### src/rtl/run_length_detector.sv
// Mealy run-length detector: flags runs of equal samples on a at two thresholds and reports run end/length.
// Define RLD_MAXRUN_EN to build the longest-run tracker; otherwise max_run is tied to 0.
module run_length_detector #(
    parameter int CNT_W    = 4,
    parameter int THRESH_X = 2,
    parameter int THRESH_Y = 3
) (
    input  logic             clk,
    input  logic             reset,
    input  logic             clr,
    input  logic             en,
    input  logic             a,
    output logic             x,
    output logic             y,
    output logic             run_end,
    output logic [CNT_W-1:0] run_len,
    output logic             run_val,
    output logic [CNT_W-1:0] max_run
);

    localparam int RMAX = (1 << CNT_W) - 1;
    localparam logic [CNT_W-1:0] RMAX_V = CNT_W'(RMAX);
    localparam logic [CNT_W-1:0] TX     = CNT_W'(THRESH_X);
    localparam logic [CNT_W-1:0] TY     = CNT_W'(THRESH_Y);

    // Out-of-range thresholds would silently truncate into the counter width.
    if (THRESH_X < 1 || THRESH_X > RMAX || THRESH_Y < THRESH_X || THRESH_Y > RMAX) begin : g_bad_params
        $fatal(1, "run_length_detector: illegal THRESH_X/THRESH_Y for CNT_W");
    end

    logic             has_prev;
    logic             match;
    logic             accept;
    logic [CNT_W-1:0] len_eff;

    // len_eff is the length the run would have including this sample; it saturates at RMAX.
    always_comb begin
        match   = has_prev & (a == run_val);
        accept  = en & ~clr;
        len_eff = CNT_W'(1);
        if (match) begin
            if (run_len == RMAX_V) begin
                len_eff = run_len;
            end else begin
                len_eff = run_len + CNT_W'(1);
            end
        end
        x       = accept & (len_eff >= TX);
        y       = accept & (len_eff >= TY);
        run_end = accept & has_prev & ~match;
    end

    always_ff @(posedge clk or posedge reset) begin
        if (reset) begin
            has_prev <= 1'b0;
            run_val  <= 1'b0;
            run_len  <= '0;
        end else if (clr) begin
            has_prev <= 1'b0;
            run_val  <= 1'b0;
            run_len  <= '0;
        end else if (en) begin
            has_prev <= 1'b1;
            run_val  <= a;
            run_len  <= len_eff;
        end
    end

`ifdef RLD_MAXRUN_EN
    // len_eff never exceeds RMAX, so the maximum saturates with it.
    always_ff @(posedge clk or posedge reset) begin
        if (reset) begin
            max_run <= '0;
        end else if (clr) begin
            max_run <= '0;
        end else if (en && (len_eff > max_run)) begin
            max_run <= len_eff;
        end
    end
`else
    assign max_run = '0;
`endif

endmodule

### config.mk
export PLATFORM = sky130hd
export DESIGN_NAME = run_length_detector
export DESIGN_NICKNAME = d
export VERILOG_FILES = /design/src/rtl/run_length_detector.sv
export SDC_FILE = /design/constraint.sdc
export NUM_CORES = 1
export LEC_CHECK = 0
export BUFFER_PORTS_ARGS = -buffer_cell sky130_fd_sc_hd__buf_4
export CORE_AREA = 2 2 39 41
export CTS_CLUSTER_SIZE = 28
export DETAILED_ROUTE_END_ITERATION = 16
export DIE_AREA = 0 0 41 43
export SETUP_SLACK_MARGIN = 0.2
export SLEW_MARGIN = 20
export SYNTH_ARGS = -nofsm -noshare
export SYNTH_HDL_FRONTEND = slang
export SYNTH_SLANG_ARGS = --single-unit
export TNS_END_PERCENT = 5
### constraint.sdc
create_clock -name clk -period 1.7 [get_ports clk]
set_input_delay 0.085 -clock clk [delete_from_list [all_inputs] [get_ports clk]]
set_output_delay 0.085 -clock clk [all_outputs]
set_load 0.02 [all_outputs]
After elaboration in Yosys (flattened, before gate mapping)
Index checks and enable logic that the tools add are counted.
- order comparisons: 2
- eq/ne operators: 2
- bitwise logic cells: 8
- reductions and logical operators: 1
- multiplexer cells: 8
- add/sub/neg operators: 1
- operators with widths (operator ; count):
    two-way mux 4 bit ; 4
    >= comparator 4 x 2 -> 1 bit, second input constant ; 2
    bitwise AND 1 bit ; 6
    adder 4 x 1 -> 4 bit, second input constant ; 1
    == test 4 bit, second input constant ; 1
    two-way mux 1 bit ; 4
    NOT 1 bit ; 2
    nonzero test 2 bit ; 1
    == test 1 bit ; 1
- output and inout port bits: 12
- logic and storage cells: 25
- register bits: 6
- bits of input ports: 5

Depth between registers and ports, before layout
Gate-level depths: netlist of the first run.
- word-level depth: 5
- mapped depth: 4
- gate-level depth less buffers: 4

Worst setup path before layout of the first run
Ideal clock, no wire load.
- kind: flip-flop to output port
- from: register run_len[0]
- to: output port y
- arrival time: 1419 ps
- path slack: 196 ps
- stages on the path, launching flop included: 5
- cells stage by stage: dfrtp_1 -> ha_1 -> or2_1 -> o21ai_0 -> a31oi_1
- cells in the longest elaborated chain, start to end: 5
- elaborated cells on any way between the ends: 6
- classes of those cells: 1 x add/sub; 1 x order compare; 1 x eq/ne; 2 x mux; 1 x bitwise
- RTL lines (item ; line ; RTL):
    start, declared ; 16 ; output logic [CNT_W-1:0] run_len,
    start signal, assigned ; 65 ; run_len <= len_eff;
    adder 4 x 1 -> 4 bit or == test 4 bit (tied branches) ; 45, 42 ;
    two-way mux 4 bit (*) ; 42 ; if (run_len == RMAX_V) begin
    two-way mux 4 bit (*) ; 41 ; if (match) begin
    >= comparator 4 x 2 -> 1 bit (*) ; 49 ; y = accept & (len_eff >= TY);
    bitwise AND 1 bit (*) ; 49 ;
    end, declared ; 14 ; output logic y,
Every way passes the cells marked *; elsewhere a longest branch is shown, timed or not.

Final worst setup path of the first run
- from: register run_len[1]
- to: output port y
Same word-level chain as after synthesis.

==> reports/metrics.cfg, run 1 <==
[run_status]
outcome=finished clean

[power]
powerDensity_nw_per_um2=601
clkPwrFrac_pct=35.7
internal-power_uw=268
power.share.switching_pct=27.6
peakVddDrop_mv=0.393
pwr-share-seq_pct=41.8
p_leak_uw=0.000293
combPwrFrac_pct=22.6
p_sw_uw=102

[floorplanning]
dieArea_sq_um=1760
io_pins=17
die_h_microns=43
core-area_sq_um=1380
initial_core_util_pct=31.0
die_x_microns=41
fp-row-count=14

[timing]
report.final.hold_viol_count=0
rsz0062_at_grt=true
final.setup.tns_ps=0
drv_slew=0
min_period_ps=1460
fin_crit_sh_pct=85.9
clock_skew_ps=4.10
finalSetupViolCount=0
timing.fmax_mhz=685

[synth]
synth_compound_area_share_pct=19.2
synth_fa_ha_area_share_pct=2.92
synthSimpleGateAreaFrac_pct=21.3
netlist_area_sq_um=429
synth_commonest_cells=6 x dfrtp_1, 5 x buf_4, 4 x inv_1, 4 x nor2_1, 3 x a31oi_1
synth_edf_count=0
avgSynthCellArea_sq_um=8.94
synthMuxAreaShare_pct=4.66
ys_seq_elements=6
synthFlopType=dfrtp_1
synth_top_family_by_area=simple AND/OR/NAND/NOR gates
ys_top_cells_by_area=dfrtp_1 35%, buf_4 8.7%, mux2i_1 4.7%
synth_xor_area_share_pct=3.79
synth_cell_types=26
post-synth-top-count-cell=dfrtp_1
synth_async_sr_flop_share_pct=100
yosys.area.top_type=dfrtp_1
ys_seq_area_share_pct=35.0
yosys_warnings=0
synth_cells=48
netlist.area_leader.share_pct=35.0

[global_routing]
grt_usage_pct=14.2
grtUsageMet2_pct=21.9
grt_max_degree=9
grt_overflow_total=0
grt_most_used_layer=met2
grt_pass1_vias=401
grt_pass1_wl_mm=1.63
met1_usage_pct=15.4
antenna_found_initial=0
grt_use_met3_pct=6.28

[setup_path]
critPathLaunchType=flop
crit_path_end_kind=output port
worst_ep_arrival_time_ps=1380
r2r_start=run_len[1]$_DFFE_PP0P_
path_max_fanout=2
cp-startpoint=run_len[1]$_DFFE_PP0P_
critPathRequiredTime_ps=1620
critical_path_class=reg -> out

[hold_path]
worst_hold_startpoint=clr
hold_class=in -> reg

[clock_network]
clock_sinks=6
clk_pin_slew_ps=50
insertion_delay_ps=250
cts_root_buffer=clkbuf_4
cts.path.max_buffers=2
htree_levels=1
cts_tree=built
cts_buffers=3

[cells_and_area]
num_antenna_cells=0
num-fill-cells=140
final_cell_area_sq_um=616
syn2layout_area_growth_pct=43.4
drive_gt1_share_pct=42.0
final_nets=77

[routing]
post_drt_wl_per_cell_microns=10.9
ant_nets=0
drtIter0Drc=8
viasPerCell=4.91
route.vias.total=417
dr.pass1.iters=4
wl_microns=929
drc=0

[placed_design]
dp_hpwl_microns=677
postPlaceCellArea_sq_um=520
gp_congestion=0.788
port_buffers=12

[flow_run]
cap_violations=0

-- registers in the layout, indices dropped and copies added, names as in the netlist --
| name | flops |
|---|---|
| has_prev | 1 |
| run_len | 4 |
| run_val | 1 |
-- power groups by stage --
stage                     registers (uW)  clock network, uW  logic [uW]
after floorplan                      161                  0        45.6
after global placement               157                  0        69.2
after detailed placement             157                  0        68.5
after CTS                            154                139        80.9
after global routing                 155                149        92.4
final                                154                132        83.4
-- area by class of cell --
class	instances	area (sq um)	area share, %
repair buffers	20	153	24.8
flip-flops and latches	6	151	24.6
well taps	16	20.0	3.25
multi-input cells	36	254	41.3
inverters	4	15.0	2.44
clock buffers	3	22.5	3.66
-- cells by family after synthesis --
| group | count (synthesis) |
|---|---|
| compound gates | 11 |
| xor+xnor | 1 |
| fa+ha+maj | 1 |
| buf+inv | 9 |
| flops | 6 |
| mux | 2 |
| other cells | 1 |
| simple gates | 17 |
-- final timing paths --
| kind | slack (ps) | to | depth (start not counted) |
|---|---|---|---|
| max in group asynchronous | 1170 | run_len[0]$_DFFE_PP0P_ | 3 |
| setup / recovery | 240 | y | 5 |
| hold / removal | 20 | run_len[0]$_DFFE_PP0P_ | 2 |
| hold reg to reg | 480 | run_len[0]$_DFFE_PP0P_ | 1 |
| min in group asynchronous | 320 | run_val$_DFFE_PP0P_ | 3 |
| setup reg to reg | 400 | run_len[0]$_DFFE_PP0P_ | 5 |
-- metrics by stage --
stage	power [uW]	instances	util [%]	hold WS, ps	setup slack (ps)
finish	370	85	44.5	23.8	239
global route	396	85	44.5	18.8	168
CTS	375	84	43.7	13.9	206
detailed placement	226	75	37.6	26.5	293
global placement	226	75	37.6	28.2	333
floorplan	206	51	-	-124	196
-- repair_timing --
action                                 4_1_cts  5_1_grt
resized for setup                            4        1
setup buffers                                5        1
hold buffers                                 1        0
endpoints found under the hold margin        6        0
pin swaps                                    2        0
setup endpoints to repair                    2        2
-- worst max-delay path, cell delays in order (launching register included) --
cell and delay, ps:
dfrtp_1 410, buf_4 160, and2_1 170, o21ai_2 130, a31oi_1 90, buf_4 160
-- per-layer routing --
metal | vias to the layer above | share of wire [%]
met1 | 184 | 40
met5 | - | 0
met4 | 0 | 2.3
met2 | 22 | 49
met3 | 4 | 8.7
li1 | 207 | -
-- cells in the final DEF (no fill, tap or decap) --
master and n:
o221ai_2 1, a21oi_1 2, nor2_1 4, xnor2_2 1, nand2_2 1, o311ai_1 1
mux2i_1 2, o21ai_2 1, nand4_1 2, o211ai_1 1, and3b_1 1, ha_4 1
nand2_1 2, a31oi_1 3, buf_4 19, a311oi_1 1, clkbuf_4 3, a41oi_1 1
dfrtp_1 5, and2_1 1, dlygate4sd3_1 1, or2_1 1, conb_1 4, nand2b_1 1
inv_1 4, dfrtp_2 1, nand3_1 2, nor2b_1 1, or2_2 1
Power figures use the tool's default switching activity.
==> run 2: changes to the inputs <==
Clock period 1.7 ns to 1.35 ns, I/O delays scaled along.
==> run 2 against run 1 <==
Against the previous run:
- the run now ends with negative setup slack left
- routed wire length is 3.1% higher
- via count is 1.4% lower
- core utilization is 5.4 points higher
- register-to-register slack worse by 340 ps
- clock power is 36% higher
- sequential power is 27% higher
- die area stayed put
- largest cell class unchanged
- highest routed layer is now met3
==> reports/metrics.cfg, run 2 (synthesis gave the netlist of run 1 again) <==
[setup_path]
crit_path_end_kind=output port
critical_path_class=reg -> out
worst_ep_arrival_time_ps=1420  ; +40 ps
path_max_fanout=4  ; +2
critPathLaunchType=flop
ff2ff_path_depth=5  ; unchanged
critPathRequiredTime_ps=1280  ; -340 ps

[hold_path]
worstHoldPathCells=3  ; +1
hold_class=in -> reg

[clock_network]
clk_pin_slew_ps=50  ; about the same
cts_buffers=3  ; unchanged
cts_root_buffer=clkbuf_4
cts_tree=built
htree_levels=1  ; unchanged
cts.path.max_buffers=2  ; unchanged
insertion_delay_ps=250  ; about the same
clock_sinks=6  ; unchanged

[cells_and_area]
drive_gt1_share_pct=47.1  ; +5.1 points
syn2layout_area_growth_pct=60.9
regMostFlops=run_len
reg_top3=run_len: 4 flops, has_prev: 1 flops, run_val: 1 flops
num-fill-cells=133  ; -5.0%
num_antenna_cells=0  ; unchanged
final_nets=77  ; unchanged
layout_common_cells=14 x buf_4, 4 x nor2_1, 4 x inv_1, 4 x conb_1
final_cell_area_sq_um=691  ; +12%
final_common_cell=buf_4
largest_reg_flops=4  ; unchanged

[global_routing]
grt_pass1_vias=367  ; -8.5%
antenna_found_initial=0  ; unchanged
grt_max_degree=9  ; unchanged
grt_usage_pct=13.0  ; -1.3 points
grt_pass1_wl_mm=1.50  ; -7.6%
grt_overflow_total=0  ; unchanged

[floorplanning]
initial_core_util_pct=31.0  ; unchanged
io_pins=17  ; unchanged
dieArea_sq_um=1760  ; unchanged
die_h_microns=43  ; unchanged
core-area_sq_um=1380  ; unchanged
fp-row-count=14  ; unchanged
die_x_microns=41  ; unchanged

[routing]
viasPerCell=4.78  ; -2.6%
dr.pass1.iters=4  ; unchanged
wl_microns=958  ; +3.1%
post_drt_wl_per_cell_microns=11.1  ; +1.9%
drc=0  ; unchanged
ant_nets=0  ; unchanged
route.vias.total=411  ; -1.4%
drtIter0Drc=4  ; -4

[timing]
min_period_ps=1490
whs_ps=78.3  ; +54.5 ps
finalSetupViolCount=2  ; +2
final.setup.tns_ps=-276  ; -276 ps
timing.fmax_mhz=672
clock_skew_ps=10.1  ; +5.99 ps
report.final.hold_viol_count=0  ; unchanged
fin_crit_sh_pct=110
rsz0062_at_grt=true
drv_slew=0  ; unchanged
worst_slack_ps=-139  ; -378 ps

[run_status]
failed_checks=negative setup slack
outcome=finished with violations

[power]
p_leak_uw=0.000294  ; +0.30%
finalPower_uw=495  ; +34%
powerDensity_nw_per_um2=717  ; +19%
peakVddDrop_mv=0.415  ; +5.6%

[placed_design]
gp_congestion=0.680  ; -14%
postPlaceCellArea_sq_um=578  ; +11%
port_buffers=12  ; unchanged
dp_hpwl_microns=740  ; +9.4%

[flow_run]
cap_violations=0  ; unchanged

==> run 2: cell count changes in the layout (fill, tap and decap cells not counted), moves of 2 or more <==
| cell | previous run | this run |
|---|---|---|
| a31oi_1 | 3 | 1 |
| a31oi_4 | 0 | 2 |
| buf_4 | 19 | 14 |
| buf_6 | 0 | 3 |
| dfrtp_1 | 5 | 3 |
| dfrtp_2 | 1 | 3 |
| dlygate4sd3_1 | 1 | 3 |
==> run 2: cell type report <==
type                            instances  area (sq um)  share of cell area [%]
Multi-Input combinational cell         36           307                    44.4
Sequential cell                         6           154                    22.3
Clock buffer                            4          26.3                    3.80
Timing Repair Buffer                   20           169                    24.5
Inverter                                4          15.0                    2.17
Tap cell                               16          20.0                    2.90
==> run 2: final timing paths <==
kind / startpoint / endpoint / slack, ps
max: run_len[0]$_DFFE_PP0P_ / x / -140
min: en / has_prev$_DFFE_PP0P_ / 80
max reg2reg: run_len[0]$_DFFE_PP0P_ / run_len[0]$_DFFE_PP0P_ / 60
min reg2reg: has_prev$_DFFE_PP0P_ / run_len[0]$_DFFE_PP0P_ / 500
max in group asynchronous: reset / run_val$_DFFE_PP0P_ / 830
min in group asynchronous: reset / has_prev$_DFFE_PP0P_ / 300
==> run 2: worst max-delay path, stage by stage (launching register included) <==
cell and delay, ps:
dfrtp_2 430, ha_4 170, or2_4 230, o21ai_4 90
a31oi_4 100, buf_6 140
==> run 2: stage by stage <==
step / util, % / setup WS [ps] / cells
after detailed placement: 41.8 / 59.4 / 76
after CTS: 48.8 / -160 / 86
after global routing: 49.9 / -187 / 86
final: 49.9 / -139 / 86
after floorplan: - / 142 / 51
after global placement: 41.8 / 78.0 / 76
==> run 2: timing repair <==
item,CTS,global route
gates cloned,0,0
gates resized for setup,5,2
endpoints found under the setup margin,4,7
endpoints found under the hold margin,8,0
hold buffers,3,0
setup buffers,3,0
pin swaps,6,4
==> run 2: layer usage <==
metal  part of all wire [%]  track usage, %
met1                     44            15.2
met2                     50            19.7
met3                    6.5            2.09
met4                      0            10.0
met5                      0               0
==> run 2: power breakdown <==
part | switching (uW) | internal, uW
Sequential | 8.15 | 188
Clock | 68.3 | 112
Combinational | 61.7 | 57.0
Total | 138 | 357
